==> src/rtl/store_pkg.sv <==
`default_nettype none
// ============================================================================
// store_pkg : shared state and store-size encodings for the store path.
// Rev 1.0
// ============================================================================
package store_pkg;

  typedef enum logic [1:0] {
    IDLE  = 2'b00,
    READ  = 2'b01,
    WRITE = 2'b10,
    DONE  = 2'b11
  } state_t;

  // Shared with the load-size path; keep the two in step.
  localparam logic [1:0] SZ_INV  = 2'b00;
  localparam logic [1:0] SZ_WORD = 2'b01;
  localparam logic [1:0] SZ_HALF = 2'b10;
  localparam logic [1:0] SZ_BYTE = 2'b11;

  function automatic logic is_subword(input logic [1:0] sz);
    return (sz == SZ_HALF) || (sz == SZ_BYTE);
  endfunction

endpackage
`default_nettype wire

==> src/rtl/store_merge.sv <==
`default_nettype none
// ============================================================================
// store_merge : combinational merge of store data into the old memory word.
// Rev 1.0
// ============================================================================
module store_merge
  import store_pkg::*;
(
  input  logic [1:0]  i_size,
  input  logic [31:0] i_reg_data,
  input  logic [31:0] i_rdata,
  output logic [31:0] o_wdata
);

  always_comb begin
    o_wdata = '0;
    case (i_size)
      SZ_WORD: o_wdata = i_reg_data;
      SZ_HALF: o_wdata = {i_rdata[31:16], i_reg_data[15:0]};
      SZ_BYTE: o_wdata = {i_rdata[31:8], i_reg_data[7:0]};
      default: o_wdata = '0;
    endcase
  end

endmodule
`default_nettype wire

==> src/rtl/store_size_rmw.sv <==
`default_nettype none
// ============================================================================
// store_size_rmw : store-width sequencer; word stores write directly,
// halfword/byte stores read-modify-write the addressed word.   Rev 1.0
// ============================================================================
module store_size_rmw
  import store_pkg::*;
#(
  parameter int READ_LAT = 1
) (
  input  logic        clk,
  input  logic        reset,
  input  logic        start,
  input  logic [1:0]  SSCtrl,
  input  logic [31:0] addr,
  input  logic [31:0] reg_data,
  input  logic [31:0] mem_rdata,
  output logic [31:0] mem_addr,
  output logic [31:0] mem_wdata,
  output logic        mem_wr,
  output logic        busy,
  output logic        done,
  output logic        err
);

  localparam logic [2:0] c_cnt_last = 3'(READ_LAT - 1);

  state_t      r_state;
  logic [2:0]  r_cnt;
  logic [1:0]  r_size;
  logic [31:0] r_addr;
  logic [31:0] r_reg;
  logic [31:0] r_rdata;
  logic        r_mem_wr;
  logic        r_busy;
  logic        r_done;
  logic        r_err;
  logic [31:0] w_merged;

  store_merge u_merge (
    .i_size     (r_size),
    .i_reg_data (r_reg),
    .i_rdata    (r_rdata),
    .o_wdata    (w_merged)
  );

  // Output flags are registered together with the state they belong to.
  always_ff @(posedge clk or negedge reset) begin
    if (!reset) begin
      r_state  <= IDLE;
      r_cnt    <= '0;
      r_size   <= '0;
      r_addr   <= '0;
      r_reg    <= '0;
      r_rdata  <= '0;
      r_mem_wr <= 1'b0;
      r_busy   <= 1'b0;
      r_done   <= 1'b0;
      r_err    <= 1'b0;
    end else begin
      r_mem_wr <= 1'b0;
      r_done   <= 1'b0;
      r_err    <= 1'b0;
      case (r_state)
        IDLE: begin
          if (start) begin
            r_size <= SSCtrl;
            r_addr <= addr;
            r_reg  <= reg_data;
            r_cnt  <= '0;
            r_busy <= 1'b1;
            if (SSCtrl == SZ_WORD) begin
              r_state  <= WRITE;
              r_mem_wr <= 1'b1;
            end else if (is_subword(SSCtrl)) begin
              r_state <= READ;
            end else begin
              r_state <= DONE;
              r_done  <= 1'b1;
              r_err   <= 1'b1;
            end
          end
        end
        READ: begin
          if (r_cnt == c_cnt_last) begin
            r_rdata  <= mem_rdata;
            r_state  <= WRITE;
            r_mem_wr <= 1'b1;
          end else begin
            r_cnt <= r_cnt + 3'd1;
          end
        end
        WRITE: begin
          r_state <= DONE;
          r_done  <= 1'b1;
        end
        DONE: begin
          r_state <= IDLE;
          r_busy  <= 1'b0;
        end
        default: begin
          r_state <= IDLE;
          r_busy  <= 1'b0;
        end
      endcase
    end
  end

  assign mem_addr  = (r_state != IDLE) ? r_addr : '0;
  assign mem_wdata = r_mem_wr ? w_merged : '0;
  assign mem_wr    = r_mem_wr;
  assign busy      = r_busy;
  assign done      = r_done;
  assign err       = r_err;

endmodule
`default_nettype wire

==> config.mk <==
export PLATFORM = sky130hd
export DESIGN_NAME = store_size_rmw
export DESIGN_NICKNAME = d
export VERILOG_FILES = /design/src/rtl/store_pkg.sv /design/src/rtl/store_merge.sv /design/src/rtl/store_size_rmw.sv
export SDC_FILE = /design/constraint.sdc
export NUM_CORES = 1
export LEC_CHECK = 0
export ABC_AREA = 0
export CORE_AREA = 2 2 113 93
export DETAILED_ROUTE_END_ITERATION = 12
export DIE_AREA = 0 0 115 95
export GPL_TIMING_DRIVEN = 0
export PLACE_DENSITY = 0.86
export SYNTH_ARGS = -nofsm -noshare
export SYNTH_HDL_FRONTEND = slang
export SYNTH_SLANG_ARGS = --single-unit
==> constraint.sdc <==
create_clock -name clk -period 3.4 [get_ports clk]
set_input_delay 0.34 -clock clk [delete_from_list [all_inputs] [get_ports clk]]
set_output_delay 0.34 -clock clk [all_outputs]
set_load 0.03 [all_outputs]
==> parameters.txt <==
Parameter                              Value

Clock network
  H-Tree Depth    3
  Worst skew pair latency    0.34 ns
  Resize count post-CTS    0
  Clock sink count    99
  TritonCTS clock tree    built
  Clock transition at the register clock pins on the worst setup and hold paths after CTS    around 0.07 ns
  Post-CTS setup buffer count    0
  Deepest clock path buffer count    2
  # hold bufs at CTS    0
  Cts bufs inserted    9
  Cell chosen for the clock root    clkbuf_16

Cells and area
  Ratio of cells with drive above 1 in the final layout    between 20% and 30%
  Post-route cell area    6800 um2
  Post-route insts no fill    between 600 and 700
  Synthesis-to-finish area growth    44.3%
  Final layout net count    638
  Diodes inserted    0

Critical path
  CP Class    reg2out
  Category of cells accounting for the largest share of critical-path delay    buffers and inverters
  Buffer and inverter count on the worst path    4
  Critical Path AT    ~2.7 ns
  Type of element capturing the critical path    output pin
  Worst setup slack for register-to-register paths    1.67 ns
  Critical Path Slowest Stage Cell    clkdlybuf4s50_1
  Largest stage delay on the critical path    0.61 ns
  Origin of the critical flop-to-flop path    r_cnt[0]
  Largest driver fanout on the critical path    10
  CP Cell Sequence    inv_1, ha_1, buf_4, clkbuf_1, and2b_1, clkdlybuf4s50_1
  Worst Setup SP    r_state[1]
  Kind of start point of the critical path    register
  CP required    3.06 ns

Route
  Number of design rule violations left after detail routing    0
  Violation count after the first detailed-routing iteration    108
  Total vias in the final route    3416
  Routed wire length per instance    ~17 um
  DRT Wirelength    11.2 mm
  Number of vias per cell    5.19
  Detailed Routing Iterations Pass 1    4
  Antenna-violating nets left    0

Power and ir drop
  Sequential share of power    30.5%
  Pleak    2.83 nW
  Part of the power in the clock network    15.5%
  Net Switching    2.56 mW
  VDD IR-drop max    718 uV
  Power density relative to cell area    approximately 1000 nW/um2
  Internal Power    4.21 mW
  Gate power share    54.0%
  Net Sw Frac    about 38%

GRT
  Via count of the first global-routing pass    3672
  Initial antenna violation count    0
  Total congestion overflow    0
  Pin count of the biggest net entering global routing    63
  First-pass GRT wire length    roughly 18 mm
  Overall global routing resource usage    21.6%

Synthesis
  Cell with the most instances after synthesis    dfrtp_1
  Fraction of post-synthesis cell area in the top cell type by area    52.5%
  Distinct cell type count after synthesis    36
  Commonest cells in the synthesized netlist    dfrtp_1 (99), mux2_2 (98), nor2b_1 (53), a22oi_1 (24), and2_1 (8)
  Synthesized net count    about 470
  Largest area contributor in the synthesized netlist    dfrtp_1
  Mapped Area    roughly 4700 um2
  Predominant post-synthesis flop cell    dfrtp_1
  Gate Count Post-Synth    359
  EDFF count, synth    0
  Seq cells post-synth    99
  Number of warnings reported in the yosys synthesis log    0
  Share of flip-flops with an asynchronous set or reset after synthesis    100%
  Post-synthesis area per instance    13.1 um2
  Ranking of synthesized cells by area    dfrtp_1 (53%), mux2_2 (23%), nor2b_1 (7.0%)
  Sequential fraction of the synthesis area    roughly 53%

Floorplan
  Die outline area    10900 um2
  Die H    approximately 95 um
  Die outline width    between 100 and 150 um
  Starting density of the core    47.6%
  Std-Cell Rows    33
  Number of ports placed on the die boundary    169
  Area inside the core boundary    between 9000 and 10000 um2

Place
  Number of buffer cells added on primary ports    160
  Total placed instance area    6490 um2
  Detailed-placement wirelength estimate    8.21 mm
  Post-placement cell count    642
  Final weighted congestion in routability-driven placement    0.765

Timing
  Final Skew    0.00446 ns
  # setup viols final    0
  Least-Margin Pin Slew    about 0.8 ns
  Final setup TNS    0 ns
  Final hold violations    0
  Slew headroom    46.5%
  Unrepaired setup endpoints after global routing    false
  Fraction of the cycle the final worst path needs    88.6%
  Minimum clock period after layout    3.01 ns
  Final Max Tran Viols    0
  Highest clock frequency the design can meet    332 MHz

Min path
  Worst min-delay path class    in2async

Run
  Number of violations of the max-capacitance limit    0

Run status
  Run status    finished clean
==> area by class of cell <==
class,instances,area [um2]
Clock inverter,3,45.0
Fill cell,744,3110
Sequential cell,99,2480
Timing Repair Buffer,161,1620
Tap cell,122,153
Buffer,23,166
Clock buffer,13,270
Inverter,7,26.3
Multi-Input combinational cell,230,2040
==> power groups by stage <==
stage,sequential (mW),combinational [mW],clock (mW)
after floorplan,2.01,2.43,0
after global placement,2.03,3.57,0
after detailed placement,2.08,3.67,0
after CTS,2.06,3.69,1.09
after global routing,2.14,3.91,1.13
final,2.06,3.66,1.05
==> logic make-up (layout without fill, tap and decap cells) <==
kind of cell / after synthesis / in the layout / synth area share, %
compound gates: 38 / 38 / 6.00
flops: 99 / 99 / 52.5
fa+ha+maj: 6 / 6 / 1.59
buf+inv: 30 / 207 / 4.09
mux: 101 / 101 / 24.0
simple gates: 85 / 85 / 11.7
==> worst reg2reg max path, stage by stage, from the launching register on <==
cell     delay [ns]
dfrtp_1        0.41
inv_1          0.08
ha_1           0.23
nor2b_4        0.14
nand2_2        0.19
buf_6          0.19
mux2_2         0.36
==> per-stage QoR <==
stage | hold WS [ns] | util, % | setup WS [ns] | power (mW)
after floorplan | 0.0444 | - | 1.55 | 4.43
after global placement | 0.478 | 65.3 | -1.72 | 5.61
after detailed placement | 0.480 | 65.5 | 0.754 | 5.75
after CTS | 0.115 | 68.6 | 0.362 | 6.85
after global routing | 0.156 | 68.6 | 0.232 | 7.18
final | 0.0944 | 68.6 | 0.388 | 6.77
==> path summary, 6_finish.rpt <==
path,cells after the start,endpoint
setup reg to reg,6,r_rdata[24]
min in group clk,1,r_addr[23]
max in group asynchronous,2,r_addr[31]
hold / removal,1,r_rdata[12]
setup / recovery,6,mem_addr[21]
hold reg to reg,1,r_addr[23]
==> per-layer routing <==
metal	wire (um)	vias up	share of wire (%)	track usage [%]
li1	-	1597	-	-
met1	4780	1694	43	27.0
met2	5420	117	48	36.0
met3	921	8	8.2	8.22
met4	100	0	0.89	4.32
met5	0	-	0	0
==> placed cells by master, fill, tap and decap left out, drive strengths merged, types with 7 or more instances in the layout <==
cell type      instances
and2                   8
a22oi                 24
dfrtp                 99
clkbuf                21
clkdlybuf4s50        159
buf                   17
mux2                  98
nor2b                 55
inv                    7
No activity file was read; power rests on OpenSTA's default activity.
